`src/rtl/laser_frame_tx.sv`:
```
// Serial laser framer: preamble, start bit, MSB-first payload and stop bit, each bit held CLK_PER_BIT clocks.
// tx changes on the request edge itself; requests arriving while busy are dropped, and the done cycle can accept the next frame.
module laser_frame_tx #(
    parameter int CLK_PER_BIT   = 54166,
    parameter int PKT_LENGTH    = 288,
    parameter int PREAMBLE_BITS = 8
) (
    input  logic                  clk,
    input  logic                  rst,
    input  logic [PKT_LENGTH-1:0] data,
    input  logic                  new_data,
    output logic                  tx,
    output logic                  busy,
    output logic                  done
);

    localparam int CW   = $clog2(CLK_PER_BIT);
    localparam int BMAX = (PKT_LENGTH > PREAMBLE_BITS) ? PKT_LENGTH : PREAMBLE_BITS;
    localparam int BW   = $clog2(BMAX + 1);

    localparam logic [CW-1:0] C_LAST = CW'(CLK_PER_BIT - 1);
    localparam logic [BW-1:0] P_LAST = BW'(PREAMBLE_BITS - 1);
    localparam logic [BW-1:0] D_LAST = BW'(PKT_LENGTH - 1);

    typedef enum logic [2:0] {
        S_IDLE,
        S_PREAMBLE,
        S_START,
        S_DATA,
        S_STOP
    } state_t;

    state_t                  r_state;
    logic [CW-1:0]           r_clk_cnt;
    logic [BW-1:0]           r_bit_cnt;
    logic [PKT_LENGTH-1:0]   r_shift;
    logic                    r_tx;
    logic                    r_busy;
    logic                    r_done;

    state_t                  w_state_nxt;
    logic [CW-1:0]           w_clk_cnt_nxt;
    logic [BW-1:0]           w_bit_cnt_nxt;
    logic [PKT_LENGTH-1:0]   w_shift_nxt;
    logic                    w_tx_nxt;
    logic                    w_busy_nxt;
    logic                    w_done_nxt;
    logic                    w_bit_end;

    assign w_bit_end = (r_clk_cnt == C_LAST);

    always_ff @(posedge clk or posedge rst) begin
        if (rst) begin
            r_state   <= S_IDLE;
            r_clk_cnt <= '0;
            r_bit_cnt <= '0;
            r_shift   <= '0;
            r_tx      <= 1'b1;
            r_busy    <= 1'b0;
            r_done    <= 1'b0;
        end else begin
            r_state   <= w_state_nxt;
            r_clk_cnt <= w_clk_cnt_nxt;
            r_bit_cnt <= w_bit_cnt_nxt;
            r_shift   <= w_shift_nxt;
            r_tx      <= w_tx_nxt;
            r_busy    <= w_busy_nxt;
            r_done    <= w_done_nxt;
        end
    end

    always_comb begin
        w_state_nxt   = r_state;
        w_clk_cnt_nxt = r_clk_cnt;
        w_bit_cnt_nxt = r_bit_cnt;
        w_shift_nxt   = r_shift;
        if (r_state == S_IDLE) begin
            w_clk_cnt_nxt = '0;
            w_bit_cnt_nxt = '0;
            if (new_data) begin
                w_state_nxt = S_PREAMBLE;
                w_shift_nxt = data;
            end
        end else if (!w_bit_end) begin
            w_clk_cnt_nxt = r_clk_cnt + 1'b1;
        end else begin
            w_clk_cnt_nxt = '0;
            case (r_state)
                S_PREAMBLE: begin
                    if (r_bit_cnt == P_LAST) begin
                        w_state_nxt   = S_START;
                        w_bit_cnt_nxt = '0;
                    end else begin
                        w_bit_cnt_nxt = r_bit_cnt + 1'b1;
                    end
                end
                S_START: begin
                    w_state_nxt   = S_DATA;
                    w_bit_cnt_nxt = '0;
                end
                S_DATA: begin
                    w_shift_nxt = r_shift << 1;
                    if (r_bit_cnt == D_LAST) begin
                        w_state_nxt   = S_STOP;
                        w_bit_cnt_nxt = '0;
                    end else begin
                        w_bit_cnt_nxt = r_bit_cnt + 1'b1;
                    end
                end
                default: begin
                    w_state_nxt   = S_IDLE;
                    w_bit_cnt_nxt = '0;
                end
            endcase
        end
    end

    // Outputs are precomputed from the next state so every pin comes straight off a flop.
    always_comb begin
        w_busy_nxt = (w_state_nxt != S_IDLE);
        w_done_nxt = (r_state == S_STOP) && w_bit_end;
        case (w_state_nxt)
            S_PREAMBLE: w_tx_nxt = ~w_bit_cnt_nxt[0];
            S_START:    w_tx_nxt = 1'b0;
            S_DATA:     w_tx_nxt = w_shift_nxt[PKT_LENGTH-1];
            default:    w_tx_nxt = 1'b1;
        endcase
    end

    assign tx   = r_tx;
    assign busy = r_busy;
    assign done = r_done;

endmodule

```
`config.mk`:
```
export PLATFORM = sky130hd
export DESIGN_NAME = laser_frame_tx
export DESIGN_NICKNAME = d
export VERILOG_FILES = /design/src/rtl/laser_frame_tx.sv
export SDC_FILE = /design/constraint.sdc
export NUM_CORES = 1
export LEC_CHECK = 0
export CAP_MARGIN = 30
export CORE_MARGIN = 2
export CORE_UTILIZATION = 55
export DETAILED_ROUTE_END_ITERATION = 10
export HOLD_SLACK_MARGIN = 0.02
export MAX_ROUTING_LAYER = met4
export PLACE_DENSITY = 0.84
export SLEW_MARGIN = 20
export SYNTH_ARGS = -nofsm -noshare
export SYNTH_HDL_FRONTEND = slang
export SYNTH_SLANG_ARGS = --single-unit
```
`constraint.sdc`:
```
create_clock -name clk -period 38.7 [get_ports clk]
set_input_delay 11.61 -clock clk [delete_from_list [all_inputs] [get_ports clk]]
set_output_delay 11.61 -clock clk [all_outputs]
set_load 0.03 [all_outputs]
```
After elaboration in Yosys (flattened, before gate mapping)

Index checks and enable logic that the tools add are counted.

Flip-flop bits (word level): 319
Logic and storage cells: 47

Add/subtract/negate cells: 2
Eq/ne operators: 11
Multiplexer cells: 18
Bitwise logic cells: 1
Reductions and logical operators: 6

Operators by type and width:

| cell                                                             | number |
|---|---|
| 288-bit two-way mux                                              | 4 |
| 9-bit two-way mux                                                | 4 |
| 16-bit two-way mux                                               | 2 |
| 9-bit one-hot mux with 2 select lines                            | 1 |
| 16-bit by 1-bit adder with 16-bit output (second input constant) | 1 |
| 16-bit == test (second input constant)                           | 1 |
| 3-bit two-way mux                                                | 5 |
| 3-bit by 2-bit == test with 1-bit output (second input constant) | 4 |
| 9-bit by 1-bit adder with 9-bit output (second input constant)   | 1 |
| 9-bit by 3-bit == test with 1-bit output (second input constant) | 1 |
| 9-bit == test (second input constant)                            | 1 |
| 3-bit one-hot mux with 3 select lines                            | 1 |
| 3-bit by 1-bit == test with 1-bit output (second input constant) | 2 |
| 2-bit nonzero test                                               | 2 |
| 3-bit == test (second input constant)                            | 1 |
| 3-bit logical NOT                                                | 1 |
| 1-bit one-hot mux with 3 select lines                            | 1 |
| 3-bit AND reduction                                              | 1 |
| 3-bit nonzero test                                               | 1 |
| 2-bit != test (second input constant)                            | 1 |
| 1-bit logical AND                                                | 1 |
| 1-bit inverter                                                   | 1 |

Longest topological paths before layout

Gate-level depths: netlist (run 1).

Depth after elaboration: 7
Gate-level depth with buffers: 10
Mapped depth without buffers: 8

Worst setup path before layout (run 1)

Ideal clock, no wire load.

Path type: input to register
Start point: in new_data
End point: reg r_shift[127]
Arrival: 12.520 ns
Slack: 26.056 ns
Stages on the path: 6
Cells stage by stage: and2_2 -> buf_4 -> buf_4 -> clkbuf_1 -> a22oi_1 -> nand2_1

Longest elaborated chain between the ends: 2

RTL lines:

| item                          | RTL line | text |
|---|---|---|
| from (decl)                   | 11       | `input logic new_data,` |
| 2-bit != test (no line)       | n/a      |  |
| 3-bit AND reduction (no line) | n/a      |  |
| to (signal assigned)          | 65       | `r_shift <= w_shift_nxt;` |
| to (decl)                     | 36       | `logic [PKT_LENGTH-1:0] r_shift;` |

No other way between the ends.
A chain may end at the register's enable or synchronous reset.

Worst setup path in the final report (run 1)

Start point: in new_data
End point: reg r_shift[215]

The elaborated chain is that of the path after synthesis.

==> results of run 1 <==
area by class of cell:
type / instances / area share, %
sequential: 319 / 44.62
multi-input combinational: 994 / 29.11
timing repair buffer: 305 / 17.48
clock buffer: 50 / 5.838
tap: 324 / 2.265
clock inverter: 9 / 0.5524
inverter: 4 / 0.1259
antenna: 1 / 0.01398
cell usage after synthesis, types with 2 or more instances:
cell / number / area, um^2
and4b_1: 2 / 20.02
a22oi_1: 286 / 2147
nand2_1: 588 / 2207
o21bai_1: 2 / 15.01
and4_1: 4 / 35.03
buf_2: 72 / 360.4
or3_1: 2 / 12.51
nand3_1: 14 / 70.07
dfrtp_1: 318 / 7958
nor2b_1: 3 / 18.77
nor3_2: 2 / 20.02
xnor2_1: 3 / 26.28
nand4_1: 2 / 12.51
buf_4: 3 / 22.52
clkbuf_1: 18 / 67.56
o31ai_1: 3 / 22.52
buf_1: 4 / 15.01
ha_1: 3 / 37.54
o21ai_0: 12 / 60.06
a21oi_1: 4 / 20.02
inv_1: 4 / 15.01
and3_1: 4 / 25.02
nor4b_1: 2 / 17.52
nor2_1: 22 / 82.58
a22o_1: 2 / 17.52
xor2_1: 12 / 105.1
o21ai_2: 2 / 17.52
buf_6: 2 / 22.52
per-stage QoR:
stage	total power, uW	hold slack (ns)	std cells	util (%)
floorplan	433.3	0.4461	1416	-
global placement	472.5	0.4572	1942	68.22
detailed placement	478.7	0.4630	1944	68.44
CTS	810.9	0.4775	2003	73.13
global route	840.2	0.4889	2006	73.37
finish	804.9	0.4711	2006	73.37
registers in the layout (all words and copies together) (netlist names):
| register | count |
|---|---|
| done | 1 |
| r_state | 3 |
| r_clk_cnt | 16 |
| busy | 1 |
| r_bit_cnt | 9 |
| r_shift | 288 |
| tx | 1 |
routing by layer:
| layer | GRT usage [%] | vias up |
|---|---|---|
| met1 | 36.46 | 5575 |
| li1 | - | 5361 |
| met5 | - | - |
| met2 | 41.55 | 417 |
| met3 | 4.545 | 92 |
| met4 | 11.67 | 0 |
cell families after synthesis:
group,after synthesis,share of synthesized area (%)
xor gates and xnor gates,15,0.9594
DFF,319,58.30
and+or+nand+nor,657,19.42
buffers and inverters,103,3.673
AOI/OAI and AO/OA,319,17.38
adders and majority gates,3,0.2741
critical path, cell delays in order:
cell and delay (ns):
clkdlybuf4s50_1 0.49, and2_4 0.53, buf_4 0.65, buf_4 0.72, a22oi_1 0.24, nand2_1 0.16
where the power goes:
| group | internal (uW) | switching [uW] |
|---|---|---|
| Clock | 200 | 130 |
| Sequential | 373 | 24.8 |
| Combinational | 43.6 | 33.2 |
worst max-delay path by stage:
stage,cells past startpoint,slack [ns],endpoint,startpoint
5_1_grt,6,24.49,r_shift[248],new_data
3_3_place_gp,7,23.58,r_shift[179],new_data
3_5_place_dp,8,23.73,r_shift[188],new_data
2_1_floorplan,1,18.26,busy,rst
4_1_cts,8,24.20,r_shift[215],new_data
6_report,6,24.64,r_shift[215],new_data
==> metrics.md, run 1 <==
| Metric | Value |
|---|---|
| Final slew viol count | `0` |
| Port bufs | `~300` |
| Vias per Instance | `roughly 5.7` |
| Worst slew margin | `3.270%` |
| Final WS setup | `24.64 ns` |
| FF-to-FF setup slack | `35.44 ns` |
| Gpl congestion | `0.8282` |
| Fmax | `0.07112 GHz` |
| Synth Net Count | `1710` |
| DRT iter0 DRCs | `roughly 1400` |
| DRC | `0` |
| Clk pin slew, worst setup/hold paths | `0.06 ns` |
| EDFF count, synth | `0` |
| Register area share after synthesis | `about three fifths` |
| Worst-margin pin slew | `1.451 ns` |
| WL met3 | `around 2200 um` |
| Critical Path RT | `between 30 and 40 ns` |
| Final min period | `14.06 ns` |
| Crit Path Class | `in2reg` |
| Hold EP | `r_shift[75]` |
| Status | `finished clean` |
| FF-to-FF Start | `r_state[2]` |
| Metal2 WL | `16800 um` |
| Design area | `between 15000 and 20000 um^2` |
| Worst VDD drop | `0.03543 mV` |
| LEAKAGE | `0.008631 uW` |
| First-pass GRT wire length | `56500 um` |
| Total Nets Final | `1952` |
| Most common cell after layout, fill and taps aside | `nand2_1` |
| Worst min path class | `reg2reg` |
| Vert. Die Dim | `between 150 and 200 um` |
| Initial antenna violation count | `1` |
| DRT Pass-1 Iters | `6` |
| Maximum clock path buffer count | `3` |
| Synth-to-layout area growth | `30.67%` |
| # rows | `57` |
| Kind of start point of the critical path | `primary input` |
| Met1 wire length | `14680 um` |
| Most common flop cell mapped by yosys | `dfrtp_1` |
| Hold Crit Start | `r_shift[75]` |
| DR top layer | `met4` |
| Area taken by flip-flops and latches | `~8000 um^2` |
| Footprint of the multi-input gates | `5209 um^2` |
| Count of cell types in the netlist | `49` |
| Reg-to-reg endpoint | `r_shift[215]` |
| Core Region | `approximately 24000 um^2` |
| Worst hold path stage count | `2` |
| Final setup fails | `0` |
| Arr. time, crit path | `14.48 ns` |
| Post-DP HPWL | `22040 um` |
| Post-CTS sizing | `0` |
| Max Cap Violations | `0` |
| Grt ovf | `0` |
| Final hold violations | `0` |
| Post-synthesis cell count | `1416` |
| CP Max Fanout | `73` |
| Final ANT Viol Nets | `0` |
| Starting Density | `56.15%` |
| Ys async rst share | `100.0%` |
| Placed cell area | `roughly 17000 um^2` |
| Synth warn | `0` |
| Setup TNS | `0 ns` |
| Layout filler cell count | `1753` |
| H-tree depth | `2` |
| Share of post-route cells with drive strength above 1 | `4.819%` |
| Clock Latency Late Sink | `0.50 ns` |
| CTS tree | `done` |
| Via count | `11450` |
| CTS sink count | `319` |
| Synth Cell Area | `13690 um^2` |
| CTS Hold Bufs | `0` |
| PwrDens | `44.98 nW/um^2` |
| Vias in the first global route | `about 11000` |
| Tot GR Track Use | `~27%` |
| Syn avg cell area | `around 9.7 um^2` |
| Kind of end point of the critical path | `flip-flop` |
| Largest net degree at the start of global routing | `254` |
| Worst Skew | `0.01312 ns` |
| Ports | `294` |
| Routed WL per cell | `~18 um` |
| Worst reg2reg path depth | `6` |
| Final period util | `a little over a third` |
| Clk Tree Root Cell | `clkbuf_16` |
| Post-Route WL | `35170 um` |
| Number of synthesized register bits | `approximately 320` |
| Die X | `161.8 um` |
| RSZ-0062 raised after global routing | `false` |
| Commonest cells after routing, fill and taps aside | `nand2_1 (588), dfrtp_1 (318), clkdlybuf4s50_1 (293)` |
| # Post-CTS Setup Buffers | `0` |
| Pre-CTS WS | `23.73 ns` |
| Die area | `26180 um^2` |
| Num CTS Buffers | `34` |
Power figures use the tool's default switching activity.
==> run 2: changes to the inputs <==
CORE_UTILIZATION = 51   (was 55)
PLACE_DENSITY = 0.78   (was 0.84)
clock period = 13.8 ns   (was 38.7 ns; I/O delays follow)
==> run 2 against run 1 <==
Total power increased to 2.9 times the previous value. Combinational power increased to 2.8 times the previous value. Largest cell class unchanged. Register-to-register slack got worse by 25 ns. Clock skew decreased by 0.00084 ns. Via count decreased by 0.57%. Sequential power increased to 2.8 times the previous value. Clock-buffer cell count increased by 5.
==> metrics.md, run 2 (synthesis gave the netlist of run 1 again) <==
| Metric | Value |
|---|---|
| LEAKAGE | `0.008706 uW` |
| Die X | `167.9 um` |
| # Post-CTS Setup Buffers | `0` |
| Critical Path RT | `14.23 ns` |
| DRT Pass-1 Iters | `8` |
| Post-Route WL | `around 35000 um` |
| Share of post-route cells with drive strength above 1 | `5.157%` |
| Num CTS Buffers | `35` |
| Vias per Instance | `5.611` |
| Worst Skew | `between 0.01 and 0.015 ns` |
| Ports | `294` |
| Routed WL per cell | `17.17 um` |
| Status | `finished clean` |
| Clock Latency Late Sink | `0.51 ns` |
| Core Region | `26210 um^2` |
| Crit path largest cell delay | `roughly 0.85 ns` |
| Final min period | `slightly below 7 ns` |
| Largest net degree at the start of global routing | `182` |
| Max reg flops | `288` |
| Final period util | `48.92%` |
| Biggest register | `r_shift` |
| Clk Tree Root Cell | `clkbuf_16` |
| DR top layer | `met4` |
| Gpl congestion | `0.8202` |
| Final slew viol count | `0` |
| Cell with the most instances on the worst path | `buf_4` |
| DRC | `0` |
| Worst min path class | `reg2reg` |
| Port bufs | `about 290` |
| Met1 wire length | `~15000 um` |
| CTS sink count | `319` |
| Starting Density | `between 50% and 60%` |
| Total Nets Final | `1956` |
| Worst-margin pin slew | `0.9758 ns` |
| Die area | `28180 um^2` |
| FF-to-FF setup slack | `10.39 ns` |
| Setup TNS | `0 ns` |
| Final ANT Viol Nets | `0` |
| Worst hold path stage count | `2` |
| Initial antenna violation count | `6` |
| Grt ovf | `0` |
| Worst reg2reg path depth | `6` |
| Worst VDD drop | `about 0.073 mV` |
| CP Cell Sequence | `clkdlybuf4s50_1 -> and2_4 -> buf_4 -> buf_4 -> a22oi_1 -> nand2_1` |
| Arr. time, crit path | `7.19 ns` |
| # rows | `59` |
| WL met3 | `2170 um` |
| RSZ-0062 raised after global routing | `false` |
| Final setup fails | `0` |
| Worst slew margin | `34.95%` |
| Commonest cells after routing, fill and taps aside | `nand2_1 (588), dfrtp_1 (318), clkdlybuf4s50_1 (293)` |
| CP max-delay cell | `buf_4` |
| Top Registers | `r_shift: 288 flops, r_clk_cnt: 16 flops, r_bit_cnt: 9 flops` |
| Tot GR Track Use | `25.25%` |
| Clk pin slew, worst setup/hold paths | `roughly 0.06 ns` |
| PwrDens | `129.6 nW/um^2` |
| Crit Path Class | `in2reg` |
| Kind of start point of the critical path | `primary input` |
| Metal2 WL | `16380 um` |
| Vias in the first global route | `11210` |
| Post-DP HPWL | `approximately 22000 um` |
| Kind of end point of the critical path | `flip-flop` |
| CTS tree | `done` |
| Final hold violations | `0` |
| WP buf/inv | `3` |
| DRT iter0 DRCs | `approximately 1200` |
| CP Max Fanout | `91` |
| Maximum clock path buffer count | `3` |
| Synth-to-layout area growth | `31.98%` |
| Crit path depth | `6` |
| Max Cap Violations | `0` |
| Via count | `11380` |
| CP delay by family, top | `buffers and inverters` |
| Most common cell after layout, fill and taps aside | `nand2_1` |
| First-pass GRT wire length | `56620 um` |
| Hold slack | `approximately 0.47 ns` |
| Post-CTS sizing | `0` |
| Fmax | `0.1481 GHz` |
| H-tree depth | `2` |
| Vert. Die Dim | `167.9 um` |
| CTS Hold Bufs | `0` |
==> run 2: final timing paths <==
kind                                    from      endpoint
worst min-delay path            r_shift[255]  r_shift[255]
worst max-delay path                new_data   r_shift[28]
worst min register to register  r_shift[255]  r_shift[255]
max in group asynchronous                rst   r_shift[27]
worst max register to register    r_state[2]   r_shift[28]
min in group asynchronous                rst  r_shift[151]
==> run 2: cell type report <==
class | instances | area, um^2
tap | 335 | 419.2
inverter | 4 | 22.52
timing repair buffer | 308 | 3151
multi-input combinational | 994 | 5209
clock inverter | 7 | 160.2
sequential | 319 | 7984
fill | 1991 | 8133
antenna | 6 | 15.01
clock buffer | 55 | 1114
==> run 2: power breakdown <==
| part | leakage (uW) | internal [uW] | total [uW] | switching [uW] |
|---|---|---|---|---|
| Sequential | 0.00404 | 1040 | 1110 | 67.9 |
| Clock | 0.000628 | 646 | 1010 | 369 |
| Combinational | 0.00404 | 122 | 214 | 92.2 |
| Total | 0.00871 | 1810 | 2340 | 529 |
==> run 2: metal layers <==
layer  vias to the layer above  track usage, %
met5                         -               -
met4                         0           9.565
met3                        75           4.278
met2                       374           38.02
met1                      5547           34.67
li1                       5384               -
==> run 2: worst register-to-register path: stages (launching register included) <==
cell and delay [ns]:
dfrtp_1 0.47, nor3_2 0.26, and2_4 0.58, buf_4 0.72
buf_4 0.92, a22oi_1 0.26, nand2_1 0.11
==> run 2: through the flow <==
step           worst slack [ns]  utilization, %  instance area [um^2]  total power [uW]  cells
6_report                  7.048           68.97                 18070              2342   2028
2_1_floorplan            0.8337               -                 13690              1215   1416
5_1_grt                   6.867           68.97                 18070              2443   2028
3_3_place_gp              6.632           63.55                 16650              1328   1955
3_5_place_dp              6.566           63.76                 16710              1341   1957
4_1_cts                   7.083           68.62                 17980              2364   2019
